### src/rtl/mem_arbiter.sv
// Two-port arbiter for a single-port DRAM: port 0 issues single-word accesses,
// port 1 issues auto-incrementing bursts that yield to port 0 after HOLD_MAX beats.
module mem_arbiter #(
    parameter int ADDR_W   = 16,
    parameter int DATA_W   = 16,
    parameter int RD_LAT   = 1,
    parameter int HOLD_MAX = 8
) (
    input  logic              Clk1,
    input  logic              Reset,
    input  logic              Req0,
    input  logic              We0,
    input  logic [ADDR_W-1:0] Addr0,
    input  logic [DATA_W-1:0] WData0,
    output logic              Gnt0,
    output logic              Done0,
    output logic [DATA_W-1:0] RData0,
    input  logic              Req1,
    input  logic              We1,
    input  logic [ADDR_W-1:0] Addr1,
    input  logic [7:0]        Len1,
    input  logic [DATA_W-1:0] WData1,
    output logic              WAck1,
    output logic              RValid1,
    output logic [DATA_W-1:0] RData1,
    output logic              Gnt1,
    output logic              Done1,
    output logic [ADDR_W-1:0] Addr,
    output logic              RD,
    output logic              WR,
    output logic [DATA_W-1:0] DataOut,
    input  logic [DATA_W-1:0] DataIn
);

    typedef enum logic [2:0] {
        IDLE, P0_ACC, P0_WAIT, P1_ACC, P1_WAIT, P1_END
    } state_t;

    localparam int WAIT_W = (RD_LAT > 1) ? $clog2(RD_LAT) : 1;
    localparam int HOLD_W = (HOLD_MAX > 1) ? $clog2(HOLD_MAX) : 1;
    localparam logic [WAIT_W-1:0] WAIT_LAST = WAIT_W'(RD_LAT - 1);
    localparam logic [HOLD_W-1:0] HOLD_LAST = HOLD_W'(HOLD_MAX - 1);

    state_t              state, state_nxt;
    logic                grant0, grant1;
    logic                beat_end;
    logic                last_gnt;
    logic                paused;
    logic [HOLD_W-1:0]   hold;
    logic [WAIT_W-1:0]   wait_cnt;
    logic                done0;
    logic [DATA_W-1:0]   rdata0;
    logic                p0_we;
    logic [ADDR_W-1:0]   p0_addr;
    logic [DATA_W-1:0]   p0_wdata;
    logic                p1_we;
    logic [ADDR_W-1:0]   cur_addr;
    logic [7:0]          remaining;

    // Port 0 keeps Req0 high through its Done0 cycle; masking it there avoids a spurious re-grant.
    logic req0_eff;
    logic wait_last;
    logic yield;
    assign req0_eff  = Req0 && !done0;
    assign wait_last = (wait_cnt == WAIT_LAST);
    assign yield     = Req0 && (hold >= HOLD_LAST);

    // NOTE: sequential state uses non-blocking (<=) so every flop samples pre-edge values.
    always_ff @(posedge Clk1) begin
        if (Reset) state <= IDLE;
        else       state <= state_nxt;
    end

    // NOTE: every always_comb output gets a default first so no path leaves it unassigned (no latch).
    always_comb begin
        state_nxt = state;
        grant0    = 1'b0;
        grant1    = 1'b0;
        beat_end  = 1'b0;
        case (state)
            IDLE: begin
                if (!Reset) begin
                    if (paused) begin
                        if (req0_eff) grant0 = 1'b1;
                        else          state_nxt = P1_ACC;
                    end else if (req0_eff && Req1) begin
                        grant0 = last_gnt;
                        grant1 = !last_gnt;
                    end else begin
                        grant0 = req0_eff;
                        grant1 = Req1;
                    end
                    if (grant0)      state_nxt = P0_ACC;
                    else if (grant1) state_nxt = (Len1 == 8'd0) ? P1_END : P1_ACC;
                end
            end
            P0_ACC:  state_nxt = p0_we ? IDLE : P0_WAIT;
            P0_WAIT: if (wait_last) state_nxt = IDLE;
            P1_ACC: begin
                if (p1_we) beat_end  = 1'b1;
                else       state_nxt = P1_WAIT;
            end
            P1_WAIT: if (wait_last) beat_end = 1'b1;
            P1_END:  state_nxt = IDLE;
            default: state_nxt = IDLE;
        endcase
        if (beat_end) begin
            if (remaining == 8'd1) state_nxt = P1_END;
            else if (yield)        state_nxt = IDLE;
            else                   state_nxt = P1_ACC;
        end
    end

    always_comb begin
        Gnt0    = grant0;
        Gnt1    = grant1;
        Done0   = done0;
        RData0  = rdata0;
        Done1   = (state == P1_END) && !Reset;
        Addr    = '0;
        RD      = 1'b0;
        WR      = 1'b0;
        DataOut = '0;
        WAck1   = 1'b0;
        RValid1 = 1'b0;
        RData1  = '0;
        case (state)
            P0_ACC: begin
                Addr = p0_addr;
                RD   = !p0_we;
                WR   = p0_we;
                if (p0_we) DataOut = p0_wdata;
            end
            P1_ACC: begin
                Addr  = cur_addr;
                RD    = !p1_we;
                WR    = p1_we;
                WAck1 = p1_we;
                if (p1_we) DataOut = WData1;
            end
            P1_WAIT: begin
                if (wait_last) begin
                    RValid1 = 1'b1;
                    RData1  = DataIn;
                end
            end
            default: ;
        endcase
    end

    always_ff @(posedge Clk1) begin
        if (Reset) begin
            last_gnt  <= 1'b1;
            paused    <= 1'b0;
            hold      <= '0;
            wait_cnt  <= '0;
            done0     <= 1'b0;
            rdata0    <= '0;
            p0_we     <= 1'b0;
            p0_addr   <= '0;
            p0_wdata  <= '0;
            p1_we     <= 1'b0;
            cur_addr  <= '0;
            remaining <= '0;
        end else begin
            done0 <= 1'b0;
            if (grant0) begin
                p0_we    <= We0;
                p0_addr  <= Addr0;
                p0_wdata <= WData0;
            end
            if (grant1) begin
                p1_we     <= We1;
                cur_addr  <= Addr1;
                remaining <= Len1;
                hold      <= '0;
            end
            if (state == IDLE && paused && !req0_eff) paused <= 1'b0;
            if (state == P0_ACC) begin
                last_gnt <= 1'b0;
                done0    <= p0_we;
            end
            if (state == P0_WAIT || state == P1_WAIT)
                wait_cnt <= wait_last ? '0 : wait_cnt + WAIT_W'(1);
            else
                wait_cnt <= '0;
            if (state == P0_WAIT && wait_last) begin
                rdata0 <= DataIn;
                done0  <= 1'b1;
            end
            if (beat_end) begin
                cur_addr  <= cur_addr + ADDR_W'(1);
                remaining <= remaining - 8'd1;
                if (!Req0) begin
                    hold <= '0;
                end else if (yield) begin
                    hold <= '0;
                    // A final beat completes the burst instead of pausing it.
                    if (remaining != 8'd1) paused <= 1'b1;
                end else begin
                    hold <= hold + HOLD_W'(1);
                end
            end
            if (state == P1_END) last_gnt <= 1'b1;
        end
    end

endmodule

### config.mk
export PLATFORM = sky130hd
export DESIGN_NAME = mem_arbiter
export DESIGN_NICKNAME = d
export VERILOG_FILES = /design/src/rtl/mem_arbiter.sv
export SDC_FILE = /design/constraint.sdc
export NUM_CORES = 1
export LEC_CHECK = 0
export CAP_MARGIN = 20
export CORE_ASPECT_RATIO = 0.75
export CORE_MARGIN = 2
export CORE_UTILIZATION = 40
export CTS_BUF_LIST = sky130_fd_sc_hd__clkbuf_16
export CTS_CLUSTER_SIZE = 30
export DETAILED_ROUTE_END_ITERATION = 6
export PLACE_DENSITY = 0.86
export SYNTH_ARGS = -nofsm -noshare
export SYNTH_HDL_FRONTEND = slang
export SYNTH_SLANG_ARGS = --single-unit
### constraint.sdc
create_clock -name Clk1 -period 1.8 [get_ports Clk1]
set_input_delay 0.18 -clock Clk1 [delete_from_list [all_inputs] [get_ports Clk1]]
set_output_delay 0.18 -clock Clk1 [all_outputs]
set_load 0.03 [all_outputs]
Word-level counts from Yosys, hierarchy flattened
Index checks and enable logic that the tools add are counted.
{"block": "op_classes", "bitwise": 2, "addsub": 4, "reduce_logical": 20, "order_cmp": 1, "mux": 53, "n_eq_ne": 12}
{"op": "two-way mux 16 bit", "n": 6}
{"op": "case mux 16 bit (2 select lines)", "n": 2}
{"op": "two-way mux 3 bit", "n": 13}
{"op": "two-way mux 1 bit", "n": 24}
{"op": "adder 16 x 1 -> 16 bit, second input constant", "n": 1}
{"op": "two-way mux 8 bit", "n": 2}
{"op": "case mux 3 bit (5 select lines)", "n": 1}
{"op": "inequality test 5 bit, second input constant", "n": 2}
{"op": "equality test 8 x 1 -> 1 bit, second input constant", "n": 1}
{"op": "logical NOT 8 bit", "n": 1}
{"op": "inequality test 8 x 1 -> 1 bit, second input constant", "n": 1}
{"op": "subtractor 8 x 1 -> 8 bit, second input constant", "n": 1}
{"op": "logical AND 1 bit", "n": 7}
{"op": "equality test 3 x 2 -> 1 bit, second input constant", "n": 2}
{"op": "equality test 3 bit, second input constant", "n": 2}
{"op": "logical NOT 1 bit", "n": 6}
{"op": "inequality test 3 bit, second input constant", "n": 2}
{"op": "case mux 1 bit (2 select lines)", "n": 3}
{"op": "AND reduction 5 bit", "n": 1}
{"op": "two-way mux 2 bit", "n": 2}
{"op": "adder 3 x 1 -> 3 bit, second input constant", "n": 1}
{"op": "equality test 3 x 1 -> 1 bit, second input constant", "n": 1}
{"op": "greater-or-equal comparator 3 bit, second input constant", "n": 1}
{"op": "logical NOT 3 bit", "n": 1}
{"op": "other kinds (7)", "n": 8}
{"block": "word_totals", "out_inout_bits": 72, "reg_bits": 84, "word_cells": 105, "inputBits": 94}

Depth between registers and ports, before layout
Gate-level depths: netlist (run 1).
{"block": "logic_depth", "ltp_word": 11, "ltp_mapped": 7, "mapped_depth_nobuf": 6}

Worst setup path after synthesis (run 1)
OpenSTA, ideal clock, no wires.
{"block": "synth_timing", "path_type": "flip-flop to output port", "start": "reg state[2]", "end": "out DataOut[10]", "arrival_time_ps": 1993, "path_slack_ps": -373, "required_time_ps": 1620, "path_stages_with_launch": 7, "path_cell_list": "dfxtp_1 > buf_2 > nand4b_2 > inv_2 > buf_4 > clkbuf_1 > a22o_1"}
{"block": "synth_via", "elab_chain_cells": 2, "elab_cells_between_ends": 3, "classes_between": "eq/ne: 2; mux: 1"}
{"item": "start: declaration", "line": "44", "source": "state_t state, state_nxt;"}
{"item": "start signal: assignment", "line": "71", "source": "else state <= state_nxt;"}
{"item": "equality test 3 x 2 -> 1 bit or equality test 3 x 1 -> 1 bit (tied branches)", "line": "127", "source": "case (state)"}
{"item": "case mux 16 bit (2 select lines) (*)", "line": "127"}
{"item": "end: declaration", "line": "31", "source": "output logic [DATA_W-1:0] DataOut,"}
Mark *: on every way between the ends. The rest lies on a longest branch, timed or not.

Worst setup path after layout (run 1)
{"block": "layout_timing", "start": "reg state[1]", "end": "out Addr[5]"}
{"block": "layout_via", "elab_chain_cells": 2, "elab_cells_between_ends": 3, "classes_between": "eq/ne: 2; mux: 1"}
{"item": "equality test 3 x 2 -> 1 bit or equality test 3 x 1 -> 1 bit (tied branches)", "line": "127"}
{"item": "case mux 16 bit (2 select lines) (*)", "line": "127"}
{"item": "end: declaration", "line": "28", "source": "output logic [ADDR_W-1:0] Addr,"}
Marked as above.

==> results.md, run 1 <==
- CP Capture Type: primary output
- Setup TNS: -10.53 ns
- Share of layout cells above drive strength 1: 0.329
- Fin. Hold Viols: 0
- Post-synth ARST share: 0
- Top-count cell post-synth: nand2_1
- Sequential element share of the synthesized area: 0.396
- Die area: around 11,000 um2
- CP most frequent cell: buf_6
- CP Max Fanout: 20
- Die X: 123 um
- Clock Sinks: 84
- Area share of the largest cell type after synthesis: 0.396
- Antenna violations before repair: 0
- Metal3 WL: 1210 um
- Io pins: 166
- Hold EP: p0_we
- Core area: 10,300 um2
- Clock-pin slew on the worst setup and hold paths: 0.07 ns
- Pre-CTS setup slack: -0.173 ns
- Endpoints failing setup: 69
- Cts bufs inserted: 9
- # hold bufs at CTS: 0
- Syn_nets: just over 600
- Top sig layer: met4
- Hold wc startpoint: We0
- Die height: 93.2 um
- Synth area leaders: dfxtp_1, nand2_1, a22o_1
- Slowest cell on the critical path: dfxtp_2
- FF+latch area: about 1700 um2
- RSZ-0062 raised after global routing: yes
- Synth warn: 0
- Vias: ~5,000
- Final Skew: 0.0104 ns
- Max Cap Viol: 0
- Pin count of the biggest net entering global routing: 45
- Clk_lat worst skew: around 0.35 ns
- Tot Pwr: 0.00743 W
- PwrDens: between 900 and 1000 nW/um2
- Fillers: 660
- Syn-to-layout area delta: 79.0%
- Starting density of the core: 0.412
- CP Launch Type: register
- Multi-input gate area: ~2700 um2
- Reg2Reg Depth: 6
- GP Congestion: 0.870
- RR Endpoint: state[1]
- Total grt overflow: 0
- Yosys top cell by area: dfxtp_1
- EDFF count, synth: 0
- WL met2: 8140 um
- Hold path depth: 3
- Dpl hpwl: 10,400 um
- First-pass DRT Iterations: 5
- Hold WC Path Type: primary input to register
- Critical path arrival: 1.85 ns
- Final ANT Viol Nets: 0
- First-pass GRT wire length: roughly 25,000 um
- Register bit total from synthesis: 84
- Drt total wl: between 15,000 and 20,000 um
- Status: complete, but fails checks
- # nets final: around 850
- Critical path, cell by cell: buf_6, buf_6, buf_6, nor3b_4, buf_4, buf_12, a22o_1, buf_6
- Post-Syn Instances: roughly 520
- Max clock buf depth: 2
- Root Driver: clkbuf_16
- Max stage delay on crit path: between 0.3 and 0.4 ns
- Post-synth top cells: nand2_1, dfxtp_1, o21ai_0
- Fin crit period: 2.03 ns
- Vias per Instance: ~5.7
- Max IR drop VDD: 0.632 mV
- Critical path class: register to primary output
- Overall routing resource usage: 0.273
- Final period utilization: 1.13
- Mean Syn Cell Area: between 8 and 9 um2
- Worst endpoint required time: 1.62 ns
- Final Worst Setup Slack: -0.226 ns
- FF-to-FF setup slack: -0.22 ns
- Failing checks: setup timing
- Residual DRC: 0
- WL per Instance: 18.5 um
- Main flop type after synthesis: dfxtp_1
- Iter 0 DRT Violations: between 300 and 400
- Number of global-route vias before repair: slightly below 5,000
- Leak: a little under 3 nW
- CTS tree: done
- Diodes inserted: 0
- Yosys cell types: 53
- PortBufs: 165
- # rows: 32
- CTS H-Tree Depth: 3
- Worst R2R Start: state[1]
- Max Fclk: approximately 490 MHz
- Met1 wire length: roughly 6800 um
- Mapped Area: between 4000 and 5000 um2
- Max-slew violations: 0
-- worst max-delay path by stage --
| stage | startpoint | to | slack [ns] | cells past startpoint |
|---|---|---|---|---|
| final | state[1] | Addr[5] | -0.23 | 8 |
| after global routing | state[1] | DataOut[9] | -0.28 | 8 |
| after CTS | state[1] | DataOut[12] | -0.25 | 9 |
| after detailed placement | state[1] | Addr[2] | -0.17 | 6 |
| after global placement | state[1] | RD | -0.10 | 6 |
| after floorplan | state[1] | state[0] | 0.007 | 7 |
-- layer usage --
layer  global-route usage  up-vias
met1                0.342     2423
li1                     -     2332
met5                    0        -
met4               0.0805        0
met3               0.0659       36
met2                0.465      235
-- final cells by class --
cell class              instances  area share
flip-flops and latches         84       0.223
repair buffers                252       0.354
clock inverters                 7      0.0102
well taps                     136      0.0224
clock buffers                   9      0.0297
multi-input cells             387       0.352
inverters                      14     0.00923
-- critical path, delay by kind of cell (launching register included) --
| family | cells | cell delay [ns] |
|---|---|---|
| simple gates | 1 | 0.20 |
| flops | 1 | 0.33 |
| buf+inv | 6 | 0.79 |
| compound gates | 1 | 0.18 |
-- power by group --
group | switching, W | internal, W | total (W)
sequential | 0.000296 | 0.00221 | 0.00250
combinational | 0.00150 | 0.00155 | 0.00306
clock | 0.000789 | 0.00108 | 0.00187
total | 0.00259 | 0.00484 | 0.00743
-- flip-flops by register name, indices dropped and copies added (netlist names), 3 cells and up --
register,cells
cur_addr,16
hold,3
RData0,16
p0_wdata,16
p0_addr,16
state,3
remaining,8
-- cell families after synthesis --
| group | count (synthesis) | share of synthesized area |
|---|---|---|
| AND/OR/NAND/NOR | 224 | 0.275 |
| AO/OA/AOI/OAI | 155 | 0.251 |
| flip-flops | 84 | 0.396 |
| buffers and inverters | 52 | 0.0566 |
| adder cells (fa/ha/maj) | 5 | 0.0147 |
| multiplexers | 2 | 0.00531 |
| other | 1 | 0.000884 |
-- layout by cell type, fill, tap and decap left out, drive strengths merged, types with 3 or more instances in the layout --
cell type / count
a21oi: 32
a22o: 34
a2bb2oi: 5
a311oi: 4
a31oi: 16
and2: 20
and4: 4
buf: 140
clkbuf: 12
clkdlybuf4s50: 109
clkinv: 3
clkinvlp: 4
dfxtp: 84
ha: 5
inv: 13
nand2: 95
nand2b: 32
nand3: 18
nand4: 7
nor2: 5
nor2b: 4
nor3: 4
nor4: 4
o211ai: 10
o21ai: 38
o311ai: 5
or2: 3
or3: 14
or4: 6
-- stage by stage --
step                      area, um2  hold slack, ns  cells  utilization
after global routing           7590           0.403    889        0.738
after CTS                      7290           0.379    883        0.708
after detailed placement       6300           0.448    842        0.612
final                          7590           0.388    889        0.738
after floorplan                4290           0.288    523            -
after global placement         6300           0.443    842        0.612
-- timing repair --
item,in CTS,in global routing
gates resized for setup,110,77
setup endpoints to repair,67,94
pin swaps,44,25
buffers inserted,22,8
cloned,3,4
No activity file was read; power rests on OpenSTA's default activity.
==> run 2: changes to the inputs <==
--- a/config.mk
+++ b/config.mk
@@ -13,6 +13,7 @@
 export CTS_CLUSTER_SIZE = 30
 export DETAILED_ROUTE_END_ITERATION = 6
 export PLACE_DENSITY = 0.86
+export SLEW_MARGIN = 20
 export SYNTH_ARGS = -nofsm -noshare
 export SYNTH_HDL_FRONTEND = slang
 export SYNTH_SLANG_ARGS = --single-unit
==> results of run 2 <==
Same layout as run 1: the final DEF is identical, and so are final timing and power.
==> run 3: changes to the inputs <==
--- a/config.mk
+++ b/config.mk
@@ -8,11 +8,11 @@
 export CAP_MARGIN = 20
 export CORE_ASPECT_RATIO = 0.75
 export CORE_MARGIN = 2
-export CORE_UTILIZATION = 40
+export CORE_UTILIZATION = 44
 export CTS_BUF_LIST = sky130_fd_sc_hd__clkbuf_16
 export CTS_CLUSTER_SIZE = 30
 export DETAILED_ROUTE_END_ITERATION = 6
-export PLACE_DENSITY = 0.86
+export PLACE_DENSITY = 0.9
 export SLEW_MARGIN = 20
 export SYNTH_ARGS = -nofsm -noshare
 export SYNTH_HDL_FRONTEND = slang
==> constraint.sdc (replaced) <==
create_clock -name Clk1 -period 1.9 [get_ports Clk1]
set_input_delay 0.19 -clock Clk1 [delete_from_list [all_inputs] [get_ports Clk1]]
set_output_delay 0.19 -clock Clk1 [all_outputs]
set_load 0.03 [all_outputs]
==> run 3 against run 2 <==
The flow still finishes with violations (setup timing). Via count shrank 1.5%. Sequential share of layout area grew 1.9 points. Clock power is essentially flat. Die area shrank 8.8%. Routed wire length shrank 5.4%. Non-clock buffer count shrank 29. Critical path type unchanged. Critical endpoint is now DataOut[7]. Largest cell class is now multi-input gates. Highest routed layer unchanged.
==> results.md, run 3 (synthesized netlist as in run 1, its figures left out) <==
- Syn-to-layout area delta: 64.7% (was 79.0%)
- CP Launch Type: register (unchanged)
- Core area: 9200 um2 (was 10,300 um2)
- Rel. slew slack: 0.592
- Critical path arrival: 1.78 ns (was 1.85 ns)
- Post-DP Area: 6170 um2 (was 6300 um2)
- Hold wc startpoint: Reset (was We0)
- Max Fclk: 507 MHz
- Worst Setup SP: state[2] (was state[1])
- Die area: 10,400 um2 (was 11,500 um2)
- Fillers: 621 (was 660)
- RSZ-0062 raised after global routing: yes (unchanged)
- Number of global-route vias before repair: 4,691 (was 4,912)
- Fin crit period: 1.97 ns
- Max-slew violations: 0 (unchanged)
- Clock Sinks: 84 (unchanged)
- Vias per Instance: 5.81 (was 5.65)
- Total grt overflow: 0 (unchanged)
- Final Skew: 0.00462 ns (was 0.0104 ns)
- Tot Pwr: 0.00664 W (was 0.00743 W)
- Residual DRC: 0 (unchanged)
- Fin. Hold Viols: 0 (unchanged)
- Share of layout cells above drive strength 1: 0.260 (was 0.329)
- PortBufs: 165 (unchanged)
- Clk_lat worst skew: 0.33 ns (was 0.35 ns)
- Pin count of the biggest net entering global routing: 50 (was 45)
- CP Max Fanout: 17 (was 20)
- Fin area: 6980 um2 (was 7590 um2)
- Antenna violations before repair: 0 (unchanged)
- Placed cells: 823 (was 842)
- Multi-input gate area: 2510 um2 (was 2670 um2)
- Max Cap Viol: 0 (unchanged)
- Clock-pin slew on the worst setup and hold paths: 0.06 ns (was 0.07 ns)
- Final ANT Viol Nets: 0 (unchanged)
- # hold bufs at CTS: 0 (unchanged)
- Most common cell after layout, fill and taps aside: clkdlybuf4s50_1 (unchanged)
- Final Non-Filler Cells: 852 (was 889)
- Status: complete, but fails checks (unchanged)
- Hold WC Path Type: primary input to register (unchanged)
- First-pass DRT Iterations: 5 (unchanged)
- Die height: 89.0 um (was 93.2 um)
- GP Congestion: 0.946 (was 0.870)
- Cts bufs inserted: 9 (unchanged)
- Failing checks: setup timing (unchanged)
- Iter 0 DRT Violations: 414 (was 364)
- Die X: 117 um (was 123 um)
- Final period utilization: 1.04
- Io pins: 166 (unchanged)
- Drt total wl: 15,600 um (was 16,400 um)
- CP Capture Type: primary output (unchanged)
- Worst R2R Start: state[1] (unchanged)
- Dpl hpwl: 10,400 um (about the same)
- Starting density of the core: 0.461 (was 0.412)
- Leak: 2.69 nW (was 2.94 nW)
- Diodes inserted: 0 (unchanged)
- WL per Instance: 18.3 um (was 18.5 um)
- First-pass GRT wire length: 23,500 um (was 24,600 um)
- Overall routing resource usage: 0.281 (was 0.273)
- CTS tree: done (unchanged)
- Max clock buf depth: 2 (unchanged)
- Final core utilization: 0.759 (was 0.738)
- PwrDens: 950 nW/um2 (was 978 nW/um2)
- Critical path class: register to primary output (unchanged)
- Most frequent cells in the layout: clkdlybuf4s50_1, nand2_1, dfxtp_1, buf_4, buf_6 (was clkdlybuf4s50_1, nand2_1, dfxtp_1, buf_6, buf_4)
- FF+latch area: 1690 um2 (about the same)
- Worst endpoint required time: 1.71 ns (was 1.62 ns)
- # rows: 30 (was 32)
- CTS H-Tree Depth: 3 (unchanged)
- Worst-Margin Slew: 0.613 ns
- Vias: 4,953 (was 5,026)
- Final Worst Setup Slack: -0.0706 ns (was -0.226 ns)
- Endpoints failing setup: 35 (was 69)
- Max IR drop VDD: 0.664 mV (was 0.632 mV)
- # nets final: 819 (was 847)
- Root Driver: clkbuf_16 (unchanged)
- Setup TNS: -1.09 ns (was -10.53 ns)
[run 3: cell types whose count changed in the layout (fill, tap and decap cells not counted), sizes merged]
| cell | before | now |
|---|---|---|
| and2 | 20 | 21 |
| clkinvlp | 4 | 1 |
| buf | 140 | 111 |
| bufinv | 1 | 2 |
| inv | 13 | 14 |
[run 3: per-layer routing]
metal | vias to the layer above | track usage | wire length (um)
met4 | 0 | 0.0975 | 297
met3 | 30 | 0.0746 | 1440
li1 | 2281 | - | -
met5 | - | 0 | 0
met2 | 294 | 0.493 | 7400
met1 | 2348 | 0.341 | 6420
[run 3: per-stage QoR]
stage	worst slack [ns]	hold slack, ns
2_1_floorplan	0.0322	0.298
3_3_place_gp	0.0425	0.441
3_5_place_dp	-0.0562	0.447
4_1_cts	-0.0398	0.373
5_1_grt	-0.112	0.395
6_report	-0.0706	0.393
[run 3: critical path, cell delays in order, from the launching register on]
cell and delay, ns:
dfxtp_2 0.34, buf_4 0.18, nand4b_2 0.26, inv_4 0.14
buf_8 0.19, a22o_1 0.19, buf_6 0.14
[run 3: final timing paths]
kind / cells after the start / slack, ns / to
max: 6 / -0.07 / DataOut[7]
min: 3 / 0.39 / RData0[10]
max reg2reg: 5 / -0.02 / state[1]
min reg2reg: 2 / 0.45 / RData0[13]
[run 3: cell type report]
type,count,share of cell area
inverters,14,0.00967
repair buffers,223,0.322
clock buffers,9,0.0322
clock inverters,6,0.0116
flip-flops and latches,84,0.242
multi-input cells,388,0.360
well taps,128,0.0229
[run 3: report_power, final]
part           switching (W)  internal (W)
Clock               0.000704       0.00113
Combinational        0.00129       0.00117
Sequential          0.000250       0.00209
Total                0.00225       0.00439
[run 3: what timing repair did]
item,4_1_cts,5_1_grt
gates resized for setup,66,35
cloned,2,3
buffers inserted,7,2
pin swaps,8,25
endpoints found under the setup margin,58,60
